==> config.mk <==
export PLATFORM = sky130hd
export DESIGN_NAME = stat_stream_sequencer
export DESIGN_NICKNAME = d
export VERILOG_FILES = /design/src/rtl/stat_stream_sequencer_pkg.sv /design/src/rtl/stat_stream_sequencer_next_op.sv /design/src/rtl/stat_stream_sequencer.sv
export SDC_FILE = /design/constraint.sdc
export NUM_CORES = 1
export LEC_CHECK = 0
export BUFFER_PORTS_ARGS = -buffer_cell sky130_fd_sc_hd__buf_2
export CORE_MARGIN = 10
export CORE_UTILIZATION = 50
export CTS_BUF_LIST = sky130_fd_sc_hd__clkbuf_4
export DETAILED_ROUTE_END_ITERATION = 7
export PLACE_DENSITY = 0.79
export SYNTH_ARGS = -nofsm -noshare
export SYNTH_HDL_FRONTEND = slang
export SYNTH_HIERARCHICAL = 1
export SYNTH_SLANG_ARGS = --single-unit
==> constraint.sdc <==
create_clock -name clk -period 3.5 [get_ports clk]
set_input_delay 0.175 -clock clk [delete_from_list [all_inputs] [get_ports clk]]
set_output_delay 0.175 -clock clk [all_outputs]
set_load 0.02 [all_outputs]
==> src/rtl/stat_stream_sequencer_pkg.sv <==
// rtl/stat_stream_sequencer_pkg.sv - shared types and constants for the statistics stream sequencer
package stat_stream_sequencer_pkg;

    localparam int SAMPLE_W = 4;
    localparam int RES_W    = 8;

    localparam logic [1:0] OP_MAX  = 2'd0;
    localparam logic [1:0] OP_MIN  = 2'd1;
    localparam logic [1:0] OP_MEAN = 2'd2;
    localparam logic [1:0] OP_VAR  = 2'd3;

    typedef enum logic [1:0] {
        COLLECT = 2'd0,
        ISSUE   = 2'd1,
        PRESENT = 2'd2
    } state_e;

endpackage

==> src/rtl/stat_stream_sequencer_next_op.sv <==
// rtl/stat_stream_sequencer_next_op.sv - lowest set mask bit at or above base, plus last-op flag
module stat_next_op
    import stat_stream_sequencer_pkg::*;
(
    input  logic [3:0] mask,
    input  logic [2:0] base,
    output logic       found,
    output logic [1:0] next_idx,
    output logic       last
);

    // Descending scan so the lowest qualifying bit is the one left standing.
    always_comb begin
        found    = 1'b0;
        next_idx = OP_MAX;
        for (int i = 3; i >= 0; i--) begin
            if (mask[i] && (3'(i) >= base)) begin
                found    = 1'b1;
                next_idx = 2'(i);
            end
        end
    end

    always_comb begin
        last = 1'b1;
        for (int i = 0; i < 4; i++) begin
            if (mask[i] && (2'(i) > next_idx)) begin
                last = 1'b0;
            end
        end
    end

endmodule

==> src/rtl/stat_stream_sequencer.sv <==
// rtl/stat_stream_sequencer.sv - groups 4-bit samples in fours and sequences one-hot ops through the calculator
module stat_stream_sequencer
    import stat_stream_sequencer_pkg::*;
(
    input  logic                clk,
    input  logic                rst_n,
    input  logic                in_valid,
    input  logic [SAMPLE_W-1:0] in_data,
    output logic                in_ready,
    input  logic [3:0]          op_mask,
    output logic [SAMPLE_W-1:0] calc_a,
    output logic [SAMPLE_W-1:0] calc_b,
    output logic [SAMPLE_W-1:0] calc_c,
    output logic [SAMPLE_W-1:0] calc_d,
    output logic [3:0]          calc_op,
    input  logic [RES_W-1:0]    calc_out,
    output logic                res_valid,
    input  logic                res_ready,
    output logic [RES_W-1:0]    res_data,
    output logic [1:0]          res_op,
    output logic                res_last,
    output logic                busy
);

    state_e     state;
    logic [1:0] cnt;
    logic [3:0] mask_q;
    logic [1:0] op_idx;

    logic [3:0] sel_mask;
    logic [2:0] sel_base;
    logic       nxt_found;
    logic [1:0] nxt_idx;
    logic       nxt_last;

    // One selector serves three roles: first op (live mask), current op's last flag, and the following op.
    always_comb begin
        sel_mask = mask_q;
        sel_base = {1'b0, op_idx};
        case (state)
            COLLECT: begin
                sel_mask = op_mask;
                sel_base = {1'b0, OP_MAX};
            end
            PRESENT: sel_base = {1'b0, op_idx} + 3'd1;
            default: ;
        endcase
    end

    stat_next_op u_next_op (
        .mask     (sel_mask),
        .base     (sel_base),
        .found    (nxt_found),
        .next_idx (nxt_idx),
        .last     (nxt_last)
    );

    always_comb begin
        calc_op = 4'b0000;
        if (state == ISSUE) begin
            case (op_idx)
                OP_MAX:  calc_op = 4'b0001;
                OP_MIN:  calc_op = 4'b0010;
                OP_MEAN: calc_op = 4'b0100;
                OP_VAR:  calc_op = 4'b1000;
                default: calc_op = 4'b0000;
            endcase
        end
    end

    assign in_ready  = (state == COLLECT);
    assign busy      = (state != COLLECT);
    assign res_valid = (state == PRESENT);

    always_ff @(posedge clk or negedge rst_n) begin
        if (!rst_n) begin
            state    <= COLLECT;
            cnt      <= 2'd0;
            calc_a   <= '0;
            calc_b   <= '0;
            calc_c   <= '0;
            calc_d   <= '0;
            mask_q   <= 4'd0;
            op_idx   <= OP_MAX;
            res_data <= '0;
            res_op   <= 2'd0;
            res_last <= 1'b0;
        end else begin
            case (state)
                COLLECT: begin
                    if (in_valid) begin
                        case (cnt)
                            2'd0:    calc_a <= in_data;
                            2'd1:    calc_b <= in_data;
                            2'd2:    calc_c <= in_data;
                            default: calc_d <= in_data;
                        endcase
                        cnt <= cnt + 2'd1;
                        if (cnt == 2'd3) begin
                            mask_q <= op_mask;
                            if (nxt_found) begin
                                op_idx <= nxt_idx;
                                state  <= ISSUE;
                            end
                        end
                    end
                end
                ISSUE: begin
                    res_data <= calc_out;
                    res_op   <= op_idx;
                    res_last <= nxt_last;
                    state    <= PRESENT;
                end
                PRESENT: begin
                    if (res_ready) begin
                        if (res_last) begin
                            state <= COLLECT;
                        end else begin
                            op_idx <= nxt_idx;
                            state  <= ISSUE;
                        end
                    end
                end
                default: state <= COLLECT;
            endcase
        end
    end

endmodule

==> out/metrics.yaml, run 1 <==
status: "finished, final reports clean"
gp_congestion: 0.850
tightest_slew_ps: 1110
cts_tree: "done"
netlist_instances: 135
fin_util_pct: 62.1
fin_area_sq_mm: 0.00225
wl_met1_microns: 1630
start_util_pct: 51.7
multi_input_area_sq_um: 865
nFillCells: 280
overflow: 0
cp_data_arrival_time_ps: 2770
min_period_over_period_pct: 72.4
drt_iter0_drc: 59
fin_worst_skew_ps: 8.75
clock_path_buffers: 2
final_common_cell: "buf_2"
dieArea_sq_mm: 0.00661
worstSetupPathType: "reg -> reg"
synth_seq_cells: 37
layout-drive-gt1-share_pct: 56.3
power_density_mw_per_mm2: 1040
cts_sinks: 37
cts_buffers: 5
worstPathRequired_ps: 3730
vdd_drop_max_uv: 424
rsz0062_at_grt: "no"
drc: 0
core_area_sq_mm: 0.00363
ant_nets: 0
max_freq_mhz: 395
regArea_sq_um: 926
path_max_fanout: 11
cpLargestDelayFamily: "simple AND/OR/NAND/NOR gates"
clock_latency_ps: 340
vias: 1204
maxCapViolations: 0
crit_buf_inv: 0
finalSetupTns_ps: 0
cts_setup_buffers: 0
syn-num-nets: 164
cts_resized: 0
grt_use_total_pct: 12.3
hp-class: "in -> reg"
htree_levels: 2
dpl-instance-area_sq_mm: 0.00214
crit_chain: "nor2_2 -> mux2_2 -> nor2b_1 -> o21a_1 -> nand2b_1 -> nand4b_1 -> a21oi_1 -> mux2_2"
clock-root-buffer: "clkbuf_4"
slew_viol_final: 0
die_w_microns: 81.3
die_h_microns: 81.3
drtPass1Iterations: 4
yosysUniqueCellTypes: 29
num_io_pins: 54
power.leakage_uw: 0.00112
hold_violations: 0
setup_viol_count_final: 0
critPathMaxStageDelay_ps: 460
row_count: 22
syn_area_sq_mm: 0.00188
final_nets: 218
drt-total-wl_microns: 3960
critPathSlowestCell: "dfrtp_1"
post-route-min-period_ps: 2530
start_kind: "flip-flop"
synth_warnings: 6
ctsHoldBuffers: 1
path_clk_slew_ps: 110
portBuffers: 53
met2_length_microns: 1950
place_hpwl_microns: 3040
grt_max_degree: 38
wl_met3_microns: 330
worstSetupEndpointType: "flip-flop"
postSynthAreaPerCell_sq_um: 13.9
yosysSeqAreaShare_pct: 49.3
final_cell_mix: "buf_2, dfrtp_1, mux2_2"
top_layer_used: "met4"
diodes: 0
cpMostUsedCell: "mux2_2"
wl_per_cell_microns: 16.6
grt_antenna_before_repair: 0
synthToLayoutAreaGrowth_pct: 20.1
first_global_vias: 1322
via_per_inst: 5.06
relSlewSlack_pct: 25.6
grt_pass1_wl_microns: 6410
kinds of logic (layout without fill, tap and decap cells):
kind of cell               Yosys count  after routing  synth area share [%]
DFF                                 37             37                  49.3
muxes                               38             38                  26.0
AOI/OAI and AO/OA                   10             10                  4.73
adders and majority gates            9              9                  6.00
and+or+nand+nor                     25             25                  8.40
xor gates and xnor gates             2              2                 0.933
buffers and inverters               14             69                  4.66
where the power goes:
| group | switching, uW | internal (uW) | total [uW] |
|---|---|---|---|
| sequential | 145 | 642 | 787 |
| combinational | 616 | 573 | 1190 |
| clock | 142 | 221 | 363 |
| total | 903 | 1440 | 2340 |
worst reg2reg max path: cells and delay by family (launching register included):
kind | cells | cell delay, ps
DFF | 1 | 460
muxes | 2 | 610
AOI/OAI and AO/OA | 2 | 470
and+or+nand+nor | 4 | 890
flip-flops by register name (all words and copies together), names as in the netlist, 4 cells and up:
register,cells
calc_d,4
calc_b,4
calc_a,4
res_data,8
mask_q,4
calc_c,4
path summary, 6_finish.rpt:
check | start | cells after the start | slack (ps) | to
setup reg to reg | state[0] | 8 | 970 | op_idx[0]
max in group asynchronous | rst_n | 2 | 2530 | res_data[5]
hold / removal | res_ready | 2 | 40 | state[1]
hold reg to reg | res_op[1] | 1 | 510 | res_op[1]
setup / recovery | state[0] | 8 | 970 | op_idx[0]
min in group asynchronous | rst_n | 2 | 450 | calc_d[3]
cells in the mapped netlist:
| library cell | instances | area (sq um) |
|---|---|---|
| a21boi_2 | 1 | 11.3 |
| a21oi_1 | 1 | 5.00 |
| a221oi_2 | 1 | 15.0 |
| and2_1 | 5 | 31.3 |
| and3_1 | 1 | 6.26 |
| and3_4 | 3 | 33.8 |
| buf_2 | 1 | 5.00 |
| buf_4 | 1 | 7.51 |
| buf_6 | 4 | 45.0 |
| clkbuf_1 | 1 | 3.75 |
| dfrtp_1 | 37 | 926 |
| ha_1 | 9 | 113 |
| inv_1 | 7 | 26.3 |
| mux2_2 | 22 | 248 |
| mux2_4 | 16 | 240 |
| nand2_1 | 5 | 18.8 |
| nand2b_1 | 3 | 18.8 |
| nand3b_1 | 1 | 7.51 |
| nand4b_1 | 1 | 8.76 |
| nor2_1 | 2 | 7.51 |
| nor2_2 | 1 | 6.26 |
| nor2b_1 | 2 | 12.5 |
| o21a_1 | 1 | 7.51 |
| o21ai_0 | 2 | 10.0 |
| o21bai_1 | 2 | 15.0 |
| o31a_1 | 1 | 8.76 |
| o32ai_2 | 1 | 16.3 |
| or2_2 | 1 | 6.26 |
| xnor2_1 | 2 | 17.5 |
routing by layer:
metal	track usage (%)	vias up
li1	-	566
met1	14.3	594
met2	20.4	37
met3	4.86	7
met4	4.15	0
met5	0	-
stage by stage:
| stage | std cells | power, uW | hold slack [ps] | worst slack, ps |
|---|---|---|---|---|
| 2_1_floorplan | 135 | 1690 | -121 | 1390 |
| 3_3_place_gp | 229 | 1940 | 291 | 1200 |
| 3_5_place_dp | 229 | 2000 | 307 | 1020 |
| 4_1_cts | 238 | 2370 | 22.7 | 971 |
| 5_1_grt | 238 | 2500 | 30.8 | 779 |
| 6_report | 238 | 2340 | 42.0 | 966 |
area by class of cell:
type	instances	area share, %
inverters	7	1.17
repair buffers	54	12.2
clock buffers	5	1.66
multi-input cells	84	38.3
well taps	48	2.66
clock inverters	3	2.89
flip-flops and latches	37	41.1
Power figures use the tool's default switching activity.
==> inputs of run 2 (changes only) <==
CORE_UTILIZATION = 48   (was 50)
PLACE_DENSITY = 0.8   (was 0.79)
clock period = 2.3 ns   (was 3.5 ns; I/O delays follow)
==> run 2 against run 1 <==
Utilization increased by 3.9 points. Clock power fell by 7.4%. Sequential share of layout area down 3.2 points. Global-route usage down 0.29 points. Maximum frequency rose by 13%. Worst hold slack worse by 28 ps. Clock-buffer cell count up 1. Clock skew shrank 3.7 ps. Die area is 3.1% higher. Register-to-register slack lost 910 ps. Worst setup slack got worse by 910 ps. Highest routed layer unchanged.
==> out/metrics.yaml, run 2 (synthesis results as in run 1) <==
num_io_pins: 54
drt-total-wl_microns: 4260
clock_latency_ps: 340
finalWorstSetupSlack_ps: 59.2
grt_max_degree: 38
overflow: 0
tightest_slew_ps: 800
worstPathRequired_ps: 2530
cts_buffers: 5
reg2regPathDepth: 8
vias: 1342
post-route-min-period_ps: 2240
row_count: 22
vdd_drop_max_uv: 713
dp.cells: 232
cp_num_cells: 8
fin_worst_skew_ps: 5.04
intPower_uw: 2190
power.switching_uw: 1440
cts_tree: "done"
dpl_worst_slack_ps: -124
grt_antenna_before_repair: 0
cts_sinks: 37
drtPass1Iterations: 4
regToRegEndpoint: "op_idx[0]"
layout-drive-gt1-share_pct: 59.7
critPathMaxStageDelay_ps: 480
min_period_over_period_pct: 97.4
whs_endpoint: "res_data[3]"
place_hpwl_microns: 3110
power_density_mw_per_mm2: 1480
r2r_slack_ps: 60
via_per_inst: 5.08
largest_reg_flops: 8
power.leakage_uw: 0.00122
clock-root-buffer: "clkbuf_4"
worstSetupEndpointType: "flip-flop"
clkPwrFrac_pct: 9.3
ant_nets: 0
clock_path_buffers: 2
core_area_sq_mm: 0.00372
die_w_microns: 82.6
dieArea_sq_mm: 0.00681
path_max_fanout: 7
min_path_cells: 2
final_cells: 264
relSlewSlack_pct: 46.7
worstSetupPathType: "reg -> reg"
status: "finished, final reports clean"
portBuffers: 53
start_util_pct: 50.5
htree_levels: 2
synthToLayoutAreaGrowth_pct: 30.6
drc: 0
critPathSlowestCell: "dfrtp_2"
first_global_vias: 1337
crit_chain: "nand2b_1 -> o21ai_0 -> nor2b_1 -> o21a_1 -> nand2b_1 -> nand4b_1 -> a21oi_2 -> mux2_2"
hp-class: "in -> reg"
path_clk_slew_ps: 100
hold_violations: 0
regArea_sq_um: 928
multi_input_area_sq_um: 887
diodes: 0
maxCapViolations: 0
p_seq_share_pct: 33.2
setup_viol_count_final: 0
gp_congestion: 0.785
r2r_start: "state[0]"
slew_viol_final: 0
p_sw_share_pct: 39.7
cpLargestDelayFamily: "simple AND/OR/NAND/NOR gates"
start_kind: "flip-flop"
p_comb_share_pct: 57.5
final_nets: 244
grt_use_total_pct: 12.1
wl_per_cell_microns: 16.1
drt_iter0_drc: 43
min-delay-start: "calc_out[3]"
die_h_microns: 82.6
grt_pass1_wl_microns: 6300
cp_data_arrival_time_ps: 2470
crit_buf_inv: 0
final_cell_mix: "buf_2, dfrtp_1, mux2_2"
nFillCells: 275
cpMostUsedCell: "nand2b_1"
final_common_cell: "buf_2"
max_freq_mhz: 446
regMostFlops: "res_data"
## run 2: cell types whose count changed in the layout (fill, tap and decap cells not counted), moves of 2 or more
cell           delta
bufinv_16         -2
dfrtp_2           +2
dlygate4sd3_1    +10
dfrtp_1           -2
buf_4            +16
## run 2: power by group through the flow
stage                     Clock [uW]  Combinational (uW)  Sequential (uW)
after floorplan                    0                1090             1470
after global placement             0                1810             1170
after detailed placement           0                1860             1210
after CTS                        350                1930             1200
after global routing             376                2240             1240
final                            336                2080             1200
## run 2: worst reg2reg max path: stages, from the launching register on
cell and delay (ps):
dfrtp_2 480, nand2b_1 190, o21ai_0 160, nor2b_1 270, o21a_1 190, nand2b_1 120
nand4b_1 150, a21oi_2 220, mux2_2 350
## run 2: through the flow
stage | utilization (%) | instance area (sq um) | TNS (ps) | total power (uW) | hold slack (ps)
2_1_floorplan | - | 1880 | 0 | 2560 | -181
3_3_place_gp | 58.2 | 2160 | 0 | 2980 | 236
3_5_place_dp | 58.2 | 2160 | -245 | 3070 | 256
4_1_cts | 62.8 | 2330 | 0 | 3480 | 0.480
5_1_grt | 66.0 | 2450 | -63.1 | 3860 | 3.85
6_report | 66.0 | 2450 | 0 | 3620 | 13.7
## run 2: repair_timing
| item | CTS | global route |
|---|---|---|
| resized for setup | 4 | 5 |
| setup buffers | 3 | 10 |
| endpoints found under the setup margin | 2 | 2 |
| hold buffers | 8 | 3 |
| pin swaps | 0 | 3 |
| hold endpoints to repair | 44 | 3 |
## run 2: cell type report
cell class | instances | area share (%)
tap | 48 | 2.45
inverter | 7 | 1.07
clock inverter | 2 | 0.408
timing repair buffer | 80 | 20.2
clock buffer | 6 | 1.84
sequential | 37 | 37.9
multi-input combinational | 84 | 36.2
## run 2: layer usage
layer | track usage [%] | wire length (microns) | share of wire [%] | vias up
li1 | - | - | - | 623
met1 | 13.3 | 1660 | 39 | 660
met2 | 21.4 | 2160 | 51 | 54
met3 | 4.54 | 407 | 9.6 | 5
met4 | 3.01 | 35 | 0.82 | 0
met5 | 0 | 0 | 0 | -
## run 2: worst max-delay path by stage
stage,from,end,slack (ps)
after floorplan,op_idx[0],op_idx[0],190
after global placement,state[0],op_idx[0],100
after detailed placement,op_idx[1],op_idx[1],-120
after CTS,state[0],op_idx[0],30
after global routing,state[0],op_idx[1],-30
final,state[0],op_idx[0],60
==> inputs of run 3 (changes only) <==
CELL_PAD_IN_SITES_DETAIL_PLACEMENT = 0   (was default)
CELL_PAD_IN_SITES_GLOBAL_PLACEMENT = 1   (was default)
CORE_UTILIZATION = 38   (was 48)
PLACE_DENSITY = 0.79   (was 0.8)
TNS_END_PERCENT = 50   (was default)
==> run 3 against run 2 <==
Highest routed layer unchanged. Utilization is 16 points lower. Power fell by 3.5%. Sequential power about the same. Design area fell by 2.1%. Cell count increased by 3.8%. Clock skew is 0.61 ps higher. Largest power group unchanged. Register-to-register slack better by 70 ps.
==> out/metrics.yaml, run 3 (synthesis results as in run 1) <==
num_io_pins: 54
core_area_sq_mm: 0.00475
dp.cells: 251
drc: 0
min_period_over_period_pct: 94.4
status: "finished, final reports clean"
final_common_cell: "buf_2"
min-delay-start: "op_mask[0]"
start_util_pct: 39.5
power.leakage_uw: 0.00118
layout-drive-gt1-share_pct: 58.5
post-route-min-period_ps: 2170
r2r_start: "state[0]"
clock_path_buffers: 2
cts_tree: "done"
path_max_fanout: 7
finalWorstSetupSlack_ps: 129
clock_latency_ps: 340
crit_start: "state[0]"
diodes: 0
relSlewSlack_pct: 45.6
gp_congestion: 0.800
wl_per_cell_microns: 15.4
grt_max_degree: 38
worstSetupEndpointType: "flip-flop"
dieArea_sq_mm: 0.00815
grt_pass1_wl_microns: 7070
final_nets: 235
holdWs_ps: 19.1
setup_viol_count_final: 0
regMostFlops: "res_data"
dpl_worst_slack_ps: -41.7
maxCapViolations: 0
final_cells: 274
power_density_mw_per_mm2: 1460
cts_sinks: 37
fin_worst_skew_ps: 5.65
worstSetupPathType: "reg -> reg"
row_count: 25
drt_iter0_drc: 20
fin_util_pct: 50.5
largest_reg_flops: 8
place_hpwl_microns: 3200
hp-class: "in -> reg"
hold_violations: 0
cts_buffers: 5
vias: 1278
via_per_inst: 4.66
portBuffers: 53
drt-total-wl_microns: 4230
grt_antenna_before_repair: 0
synthToLayoutAreaGrowth_pct: 27.8
path_clk_slew_ps: 120
overflow: 0
vdd_drop_max_uv: 587
clock-root-buffer: "clkbuf_4"
slew_viol_final: 0
start_kind: "flip-flop"
die_w_microns: 90.3
worstPathRequired_ps: 2530
htree_levels: 2
ant_nets: 0
grt_use_total_pct: 10.6
die_h_microns: 90.3
max_freq_mhz: 461
drtPass1Iterations: 4
final_cell_mix: "buf_2, dfrtp_1, mux2_2"
cp_data_arrival_time_ps: 2400
first_global_vias: 1395
tightest_slew_ps: 816
## run 3: metal layers
layer  part of all wire (%)  vias to the layer above  global-route usage, %
met2                     49                       38                   16.9
met3                    6.3                        4                   4.24
met5                      0                        -                      0
met4                   0.90                        0                   3.18
li1                       -                      598                      -
met1                     44                      638                   12.7
## run 3: final cells by class
cell class / count / area (sq um)
Sequential cell: 37 / 930
Fill cell: 440 / 2350
Tap cell: 67 / 83.8
Clock buffer: 5 / 37.5
Clock inverter: 3 / 17.5
Timing Repair Buffer: 71 / 425
Multi-Input combinational cell: 84 / 880
Inverter: 7 / 26.3
## run 3: repair_timing
action | 4_1_cts | 5_1_grt
resized for setup | 2 | 6
setup buffers | 0 | 5
endpoints found under the hold margin | 44 | 2
endpoints found under the setup margin | 2 | 3
pin swaps | 0 | 2
hold buffers | 8 | 2
## run 3: power breakdown
part | internal, uW | leakage, uW | total [uW] | switching, uW
sequential | 981 | 0.000442 | 1200 | 217
combinational | 986 | 0.000703 | 1960 | 974
clock | 115 | 0.0000310 | 339 | 224
## run 3: worst max-delay path: stages (launching register included)
cell	delay (ps)
dfrtp_2	500
nor2_4	180
buf_4	180
mux2_2	370
o21a_1	220
nand2b_1	140
nand4b_1	120
a21oi_2	90
mux2_2	270
## run 3: stage by stage
stage          TNS (ps)  power [uW]  instance area (sq um)
2_1_floorplan         0        2560                   1880
3_3_place_gp          0        3010                   2190
5_1_grt           -28.6        3760                   2400
6_report              0        3500                   2400
4_1_cts               0        3440                   2330
3_5_place_dp      -81.4        3070                   2190
## run 3: path summary, 6_finish.rpt
path	cells past startpoint	endpoint	slack, ps
setup / recovery	8	op_idx[0]	130
hold / removal	2	mask_q[0]	20
setup reg to reg	8	op_idx[0]	130
min in group asynchronous	2	calc_c[2]	400
hold reg to reg	1	res_data[1]	520
max in group asynchronous	2	op_idx[0]	1340
